File: src/rtl/alu_pkg.sv
// Shared ALU definitions: opcode encoding and request-controller FSM states.
package alu_pkg;

    localparam logic [3:0] ALU_ADD     = 4'd0;
    localparam logic [3:0] ALU_SUB     = 4'd1;
    localparam logic [3:0] ALU_AND     = 4'd2;
    localparam logic [3:0] ALU_OR      = 4'd3;
    localparam logic [3:0] ALU_SLT     = 4'd4;
    localparam logic [3:0] ALU_OP_LAST = 4'd4;

    typedef enum logic [1:0] {
        IDLE = 2'd0,
        EXEC = 2'd1,
        RESP = 2'd2
    } ctrl_state_t;

    // Opcodes above ALU_OP_LAST are undefined and must never reach the ALU.
    function automatic logic is_legal_op(input logic [3:0] op);
        return op <= ALU_OP_LAST;
    endfunction

endpackage

File: src/rtl/alu_req_ctrl.sv
// Request/response wrapper around the combinational ALU: accepts one op,
// holds the ALU inputs for a full cycle, captures the result, returns it tagged.
module alu_req_ctrl
    import alu_pkg::*;
#(
    parameter int unsigned W  = 32,
    parameter int unsigned TW = 4,
    parameter int unsigned CW = 16
) (
    input  logic          clk,
    input  logic          rst,
    input  logic          req_valid,
    output logic          req_ready,
    input  logic [3:0]    req_op,
    input  logic [W-1:0]  req_a,
    input  logic [W-1:0]  req_b,
    input  logic [TW-1:0] req_tag,
    output logic [W-1:0]  alu_a,
    output logic [W-1:0]  alu_b,
    output logic [3:0]    alu_s,
    input  logic [W-1:0]  alu_z,
    input  logic          alu_zf,
    output logic          rsp_valid,
    input  logic          rsp_ready,
    output logic [W-1:0]  rsp_z,
    output logic          rsp_zf,
    output logic          rsp_err,
    output logic [TW-1:0] rsp_tag,
    output logic          busy,
    output logic [CW-1:0] op_count
);

    ctrl_state_t state;

    // Handshake status decoded directly from the state register.
    always_comb begin
        req_ready = (state == IDLE);
        busy      = (state != IDLE);
    end

    // Control FSM with registered ALU drive, response fields and op counter.
    always_ff @(posedge clk or posedge rst) begin
        if (rst) begin
            state     <= IDLE;
            alu_a     <= '0;
            alu_b     <= '0;
            alu_s     <= '0;
            rsp_valid <= 1'b0;
            rsp_z     <= '0;
            rsp_zf    <= 1'b0;
            rsp_err   <= 1'b0;
            rsp_tag   <= '0;
            op_count  <= '0;
        end else begin
            unique case (state)
                IDLE: begin
                    if (req_valid) begin
                        rsp_tag <= req_tag;
                        if (is_legal_op(req_op)) begin
                            alu_a <= req_a;
                            alu_b <= req_b;
                            alu_s <= req_op;
                            state <= EXEC;
                        end else begin
                            // Rejected without touching the ALU inputs.
                            rsp_z     <= '0;
                            rsp_zf    <= 1'b0;
                            rsp_err   <= 1'b1;
                            rsp_valid <= 1'b1;
                            state     <= RESP;
                        end
                    end
                end
                EXEC: begin
                    // ALU inputs have been stable for this whole cycle.
                    rsp_z     <= alu_z;
                    rsp_zf    <= alu_zf;
                    rsp_err   <= 1'b0;
                    rsp_valid <= 1'b1;
                    state     <= RESP;
                end
                RESP: begin
                    if (rsp_ready) begin
                        rsp_valid <= 1'b0;
                        state     <= IDLE;
                        if (!rsp_err) begin
                            op_count <= op_count + CW'(1);
                        end
                    end
                end
                default: begin
                    state <= IDLE;
                end
            endcase
        end
    end

endmodule
File: config.mk
export PLATFORM = sky130hd
export DESIGN_NAME = alu_req_ctrl
export DESIGN_NICKNAME = d
export VERILOG_FILES = /design/src/rtl/alu_pkg.sv /design/src/rtl/alu_req_ctrl.sv
export SDC_FILE = /design/constraint.sdc
export NUM_CORES = 1
export LEC_CHECK = 0
export CAP_MARGIN = 5
export CELL_PAD_IN_SITES_DETAIL_PLACEMENT = 1
export CELL_PAD_IN_SITES_GLOBAL_PLACEMENT = 2
export CORE_ASPECT_RATIO = 1.4
export CORE_UTILIZATION = 26
export CTS_BUF_LIST = sky130_fd_sc_hd__clkbuf_8 sky130_fd_sc_hd__clkbuf_16
export DETAILED_ROUTE_END_ITERATION = 8
export PLACE_DENSITY = 0.78
export SLEW_MARGIN = 20
export SYNTH_ARGS = -nofsm -noshare
export SYNTH_HDL_FRONTEND = slang
export SYNTH_SLANG_ARGS = --single-unit
File: constraint.sdc
create_clock -name clk -period 5.85 [get_ports clk]
set_input_delay 1.17 -clock clk [delete_from_list [all_inputs] [get_ports clk]]
set_output_delay 1.17 -clock clk [all_outputs]
set_load 0.02 [all_outputs]
==> out/qor.yml, run 1 <==
status:
  status: "finished clean"
cts:
  cts.sink_count: 125
  cts_made_buffers: 17
  clock-root-buffer: "clkbuf_16"
  clk_pin_slew_ns: 0.05
  clk_path_buf_depth: 2
  cts_hold_buf: 0
  post_cts_buffers: 0
  insertion_delay_ns: 0.41
  cts_htree_levels: 4
  cts_tree: "yes"
  ctsResizeCount: 0
cells_and_area:
  final_layout_size_suffix_gt1_frac: 0.188
  area_growth_pct: 66.2
  diodes: 0
  fin_nets: 658
sta:
  fin_crit_ns: 3.44
  rsz0062_at_grt: "false"
  clock_skew_ns: 0.00933
  hold_violations: 0
  max-slew-margin-rel: 0.478
  setup_viol: 0
  fmax_mhz: 291
  setup_tns_ns: 0
  fin_crit_sh: 0.588
  finalMaxSlewViolations: 0
  worst_slew_pin_slew_ns: 0.783
synth:
  synthMostInstantiatedCell: "dfrtp_1"
  synthCells: 308
  syn_nets: 418
  synth_area_sq_um: 4750
  yosys_warnings: 0
  synthTopCellsByCount: "dfrtp_1 (125), mux2_2 (62), a22o_1 (33)"
  synth_edf_count: 0
  synth_largest_area_cell: "dfrtp_1"
  synth.area.top_cells: "dfrtp_1 (66%), mux2_2 (15%), a22o_1 (6.1%), mux2_1 (2.4%), xnor2_1 (2.0%)"
  yosysTopAreaCellShare: 0.658
  ys_seq_area_frac: 0.658
  ys_ff_latch: 125
  ys_async_sr_fraction: 1.00
  synth.distinct_cells: 30
  syn_avg_cell_area_sq_um: 15.4
  synth_ff_type: "dfrtp_1"
power_and_ir_drop:
  p_switching_mw: 1.07
  power.density_nw_per_um2: 442
  p_int_mw: 2.41
  pwr-share-seq: 0.356
  clkPwrFrac: 0.301
  p_sw_frac: 0.308
  total_leakage_power_nw: 3.32
  ir_drop_uv: 204
  p_total_mw: 3.49
  comb_power_share: 0.343
global_route:
  antenna_found_initial: 0
  track_usage: 0.158
  grt_max_degree: 88
  overflow: 0
  grt_pass1_vias: 3977
  grt_pass1_wl_mm: 22.0
detailed_routing:
  drt_iter0_drc: 96
  drt_first_pass_iters: 3
  via_count: 3492
  wirelength_mm: 14.2
  antenna_left: 0
  via_per_inst: 4.37
  drc: 0
  routedWlPerCell_um: 17.8
floorplanning:
  die-area_sq_um: 18800
  die_h_um: 162
  coreArea_sq_um: 17900
  io_pins: 234
  initial_utilization: 0.265
  rows: 58
  die_w_um: 116
worst_setup_path:
  critPathRequiredTime_ns: 6.13
  r2r-start: "state[0]"
  cp.arrival_ns: 3.72
  cp.depth: 6
  startpoint_type: "primary input"
  reg2reg_slack_ns: 3.38
  critical_path.max_stage_delay_ns: 0.65
  r2r-end: "alu_a[15]"
  endpoint: "alu_a[15]"
  critPathTopFamily: "buffers and inverters"
  cp_max_fo: 49
  critical_path_class: "primary input to register"
  rr_worst_depth: 5
  worstPathBufferInverterCount: 2
  cp_slowest_cell: "buf_4"
  crit_chain: "clkdlybuf4s50_1 > o21ai_0 > nand2_1 > nor2_4 > buf_4 > mux2_2"
  worst_setup_path_end_kind: "register"
  crit_start: "req_op[0]"
placed_design:
  place.gp.congestion: 0.700
  numPortBuffers: 233
  post-dp-hpwl_mm: 10.7
run:
  maxCapViolations: 0
min_path:
  hold_class: "register to register"
## power groups by stage
stage / Combinational (mW) / Clock (mW) / Sequential, mW
6_report: 1.20 / 1.05 / 1.24
3_5_place_dp: 1.21 / 0 / 1.26
5_1_grt: 1.26 / 1.12 / 1.28
4_1_cts: 1.22 / 1.08 / 1.25
3_3_place_gp: 1.19 / 0 / 1.25
2_1_floorplan: 0.267 / 0 / 1.53
## metal layers
layer	share of wire	global-route usage	vias to the layer above	routed length, um
li1	-	-	1571	-
met1	0.36	0.163	1776	5160
met2	0.55	0.286	126	7890
met3	0.062	0.0496	19	882
met4	0.022	0.0670	0	318
met5	0	0	-	0
## worst min-delay path by stage
stage                      start            to  slack [ns]  cells after the start
global placement    op_count[15]  op_count[15]        0.46                      1
finish              op_count[15]  op_count[15]        0.47                      1
floorplan               state[0]      state[1]        0.55                      2
CTS                 op_count[15]  op_count[15]        0.48                      1
global route        op_count[15]  op_count[15]        0.50                      1
detailed placement  op_count[15]  op_count[15]        0.47                      1
## stage by stage
stage	worst slack [ns]	cell area [sq um]	instances	hold slack [ns]	utilization
3_5_place_dp	1.87	7310	769	0.474	0.408
5_1_grt	2.20	7900	800	0.501	0.441
6_report	2.41	7900	800	0.473	0.441
3_3_place_gp	1.92	7310	769	0.461	0.408
2_1_floorplan	1.35	4750	308	0.546	-
4_1_cts	2.31	7900	800	0.482	0.441
## worst register-to-register path, cell delays in order, from the launching register on
cell and delay [ns]:
dfrtp_1 0.47, nor2_4 0.16, nand2_2 0.14, nor2_4 0.51
buf_4 0.65, mux2_2 0.43
## sequential cells by signal (all words and copies together) (netlist names)
| register | cells |
|---|---|
| op_count | 16 |
| alu_a | 32 |
| rsp_valid | 1 |
| rsp_zf | 1 |
| rsp_tag | 4 |
| alu_b | 32 |
| rsp_z | 32 |
| state | 2 |
| alu_s | 4 |
| rsp_err | 1 |
## cell type report
type	instances	area [sq um]
fill	1873	10000
sequential	125	3130
timing repair buffer	237	2360
multi-input combinational	161	1490
clock buffer	18	439
tap	240	300
clock inverter	13	150
inverter	6	27.5
## logic make-up (layout without fill, tap and decap cells)
family	Yosys count	after routing	share of synthesized area
buffers and inverters	22	274	0.0284
multiplexers	72	72	0.171
flip-flops	125	125	0.658
XOR/XNOR	15	15	0.0276
AND/OR/NAND/NOR	33	33	0.0424
adder cells (fa/ha/maj)	1	1	0.00263
AO/OA/AOI/OAI	40	40	0.0700
## layout by cell type, fill, tap and decap left out, types with 4 or more instances in the layout
cell type / count
a22o_1: 33
buf_4: 4
clkbuf_16: 17
clkdlybuf4s50_1: 233
clkinv_2: 5
dfrtp_1: 125
inv_1: 6
mux2_1: 10
mux2_2: 62
nand2_1: 6
nand3_1: 8
xnor2_1: 11
xor2_1: 4
No activity file was read; power rests on OpenSTA's default activity.
==> run 2, diff against run 1 <==
--- a/config.mk
+++ b/config.mk
@@ -9,10 +9,10 @@
 export CELL_PAD_IN_SITES_DETAIL_PLACEMENT = 1
 export CELL_PAD_IN_SITES_GLOBAL_PLACEMENT = 2
 export CORE_ASPECT_RATIO = 1.4
-export CORE_UTILIZATION = 26
+export CORE_UTILIZATION = 23
 export CTS_BUF_LIST = sky130_fd_sc_hd__clkbuf_8 sky130_fd_sc_hd__clkbuf_16
 export DETAILED_ROUTE_END_ITERATION = 8
-export PLACE_DENSITY = 0.78
+export PLACE_DENSITY = 0.73
 export SLEW_MARGIN = 20
 export SYNTH_ARGS = -nofsm -noshare
 export SYNTH_HDL_FRONTEND = slang
==> constraint.sdc (replaced) <==
create_clock -name clk -period 3.13 [get_ports clk]
set_input_delay 0.626 -clock clk [delete_from_list [all_inputs] [get_ports clk]]
set_output_delay 0.626 -clock clk [all_outputs]
set_load 0.02 [all_outputs]
==> run 2 against run 1 <==
- sequential share of layout area is 0.85 points lower
- non-clock buffer count grew 2
- clock power up 120%
- largest cell class unchanged
==> out/qor.yml, run 2 (synthesized netlist as in run 1, its figures left out) <==
cells_and_area:
  final_layout_size_suffix_gt1_frac: 0.194  # was 0.188
  mostFrequentLayoutCell: "clkdlybuf4s50_1"  # unchanged
  finalInstanceArea_sq_um: 8070  # was 7900 sq um
  diodes: 0  # unchanged
  final_cells: 815  # was 800
  area_growth_pct: 69.9  # was 66.2%
  nFillCells: 2080  # was 1,873
  layout_common_cells: "clkdlybuf4s50_1 (233), dfrtp_1 (125), mux2_2 (62)"  # unchanged
  fin_nets: 660  # was 658
  largestRegisters: "alu_a: 32 flops, alu_b: 32 flops, rsp_z: 32 flops"  # unchanged
sta:
  fin_crit_sh: 0.742
  max-slew-margin-rel: 0.482  # was 0.478
  setup_tns_ns: 0  # unchanged
  hold_violations: 0  # unchanged
  rsz0062_at_grt: "false"  # unchanged
  worst_slew_pin_slew_ns: 0.776  # was 0.783 ns
  fmax_mhz: 430
  hold_ws_ns: 0.474  # was 0.473 ns
  fin_crit_ns: 2.32
  finalMaxSlewViolations: 0  # unchanged
  clock_skew_ns: 0.00547  # was 0.00933 ns
  setup_viol: 0  # unchanged
cts:
  cts_tree: "yes"  # unchanged
  insertion_delay_ns: 0.41  # about the same
  clk_path_buf_depth: 2  # unchanged
  ctsResizeCount: 0  # unchanged
  clk_pin_slew_ns: 0.06  # was 0.05 ns
  cts_htree_levels: 4  # unchanged
  cts_hold_buf: 0  # unchanged
  cts_made_buffers: 17  # unchanged
  cts.sink_count: 125  # unchanged
  post_cts_buffers: 0  # unchanged
  clock-root-buffer: "clkbuf_16"  # unchanged
min_path:
  min_path_cells: 1  # unchanged
  hp-start: "op_count[15]"  # unchanged
  holdPathEnd: "op_count[15]"  # unchanged
  hold_class: "register to register"  # unchanged
floorplanning:
  io_pins: 234  # unchanged
  die_h_um: 172  # was 162 um
  die_w_um: 123  # was 116 um
  coreArea_sq_um: 20100  # was 17,900 sq um
  die-area_sq_um: 21200  # was 18,800 sq um
  rows: 61  # was 58
  initial_utilization: 0.237  # was 0.265
detailed_routing:
  drt_first_pass_iters: 6  # was 3
  drc: 0  # unchanged
  drt_iter0_drc: 46  # was 96
  via_count: 3533  # was 3,492
  antenna_left: 0  # unchanged
  via_per_inst: 4.33  # was 4.37
  wl_met3_um: 811  # was 882 um
  wirelength_mm: 14.7  # was 14.2 mm
  met1Wirelength_mm: 5.01  # was 5.16 mm
  wl_met2_mm: 8.64  # was 7.89 mm
  top_layer: "met4"  # unchanged
  routedWlPerCell_um: 18.1  # was 17.8 um
worst_setup_path:
  cp.arrival_ns: 1.70  # was 3.72 ns
  cp_slowest_cell: "clkdlybuf4s50_1"  # was buf_4
  rr_worst_depth: 5  # unchanged
  startpoint_type: "register"  # was primary input
  critical_path_class: "register to output port"  # was primary input to register
  r2r-start: "state[0]"  # unchanged
  critPathRequiredTime_ns: 2.50  # was 6.13 ns
  critical_path.max_stage_delay_ns: 0.63  # was 0.65 ns
  cp_max_fo: 7  # was 49
  reg2reg_slack_ns: 1.21  # was 3.38 ns
  r2r-end: "alu_a[21]"  # was alu_a[15]
  worst_setup_path_end_kind: "output port"  # was register
  crit_chain: "nor2_4 > clkdlybuf4s50_1"  # was clkdlybuf4s50_1 > o21ai_0 > nand2_1 > nor2_4 > buf_4 > mux2_2
power_and_ir_drop:
  ir_drop_uv: 388  # was 204 uV
  p_total_mw: 6.89  # was 3.49 mW
  total_leakage_power_nw: 3.38  # was 3.32 nW
  power.density_nw_per_um2: 853  # was 442 nW/um^2
placed_design:
  dp.cells: 783  # was 769
  placed_cell_area_sq_um: 7380  # was 7310 sq um
  place.gp.congestion: 0.714  # was 0.700
  numPortBuffers: 233  # unchanged
  post-dp-hpwl_mm: 11.1  # was 10.7 mm
global_route:
  grt_pass1_wl_mm: 22.5  # was 22.0 mm
  overflow: 0  # unchanged
  grt_pass1_vias: 4007  # was 3,977
  track_usage: 0.144  # was 0.158
  antenna_found_initial: 0  # unchanged
  grt_max_degree: 63  # was 88
status:
  status: "finished clean"  # unchanged
run:
  maxCapViolations: 0  # unchanged
[run 2: cell types whose count changed in the layout (fill, tap and decap cells not counted), sizes merged]
cell,change
buf,+2
bufinv,+3
clkbuf,+2
clkinv,-5
inv,+1
[run 2: critical path, delay by kind of cell (launching register included)]
family | cells | cell delay, ns
buffers and inverters | 1 | 0.63
DFF | 1 | 0.47
and+or+nand+nor | 1 | 0.18
[run 2: how the worst max path moves through the flow]
| stage | from | slack, ns | cells past startpoint | end |
|---|---|---|---|---|
| floorplan | rst | 0.96 | 1 | alu_a[0] |
| detailed placement | req_op[0] | 0.56 | 6 | alu_a[27] |
| global route | state[1] | 0.74 | 2 | req_ready |
| CTS | state[0] | 0.77 | 2 | req_ready |
| global placement | req_op[0] | 0.57 | 6 | alu_a[20] |
| finish | state[0] | 0.81 | 2 | req_ready |
[run 2: power breakdown]
group / switching [mW] / total (mW) / internal [mW]
sequential: 0.261 / 2.32 / 2.06
clock: 0.740 / 2.31 / 1.57
combinational: 1.06 / 2.26 / 1.20
total: 2.06 / 6.89 / 4.83
[run 2: final cells by class]
class | instances | area [sq um] | share of cell area
clock buffers | 20 | 467 | 0.0578
clock inverters | 12 | 230 | 0.0285
inverters | 6 | 26.3 | 0.00325
multi-input cells | 161 | 1490 | 0.185
flip-flops and latches | 125 | 3130 | 0.387
well taps | 252 | 315 | 0.0391
repair buffers | 239 | 2410 | 0.299
[run 2: metal layers]
metal,global-route usage,vias to the layer above
li1,-,1585
met1,0.144,1811
met2,0.277,119
met3,0.0412,18
met4,0.0513,0
met5,0,-
[run 2: per-stage QoR]
step	utilization	setup WS, ns
floorplan	-	0.965
global placement	0.367	0.566
detailed placement	0.367	0.563
CTS	0.402	0.772
global route	0.402	0.739
finish	0.402	0.806
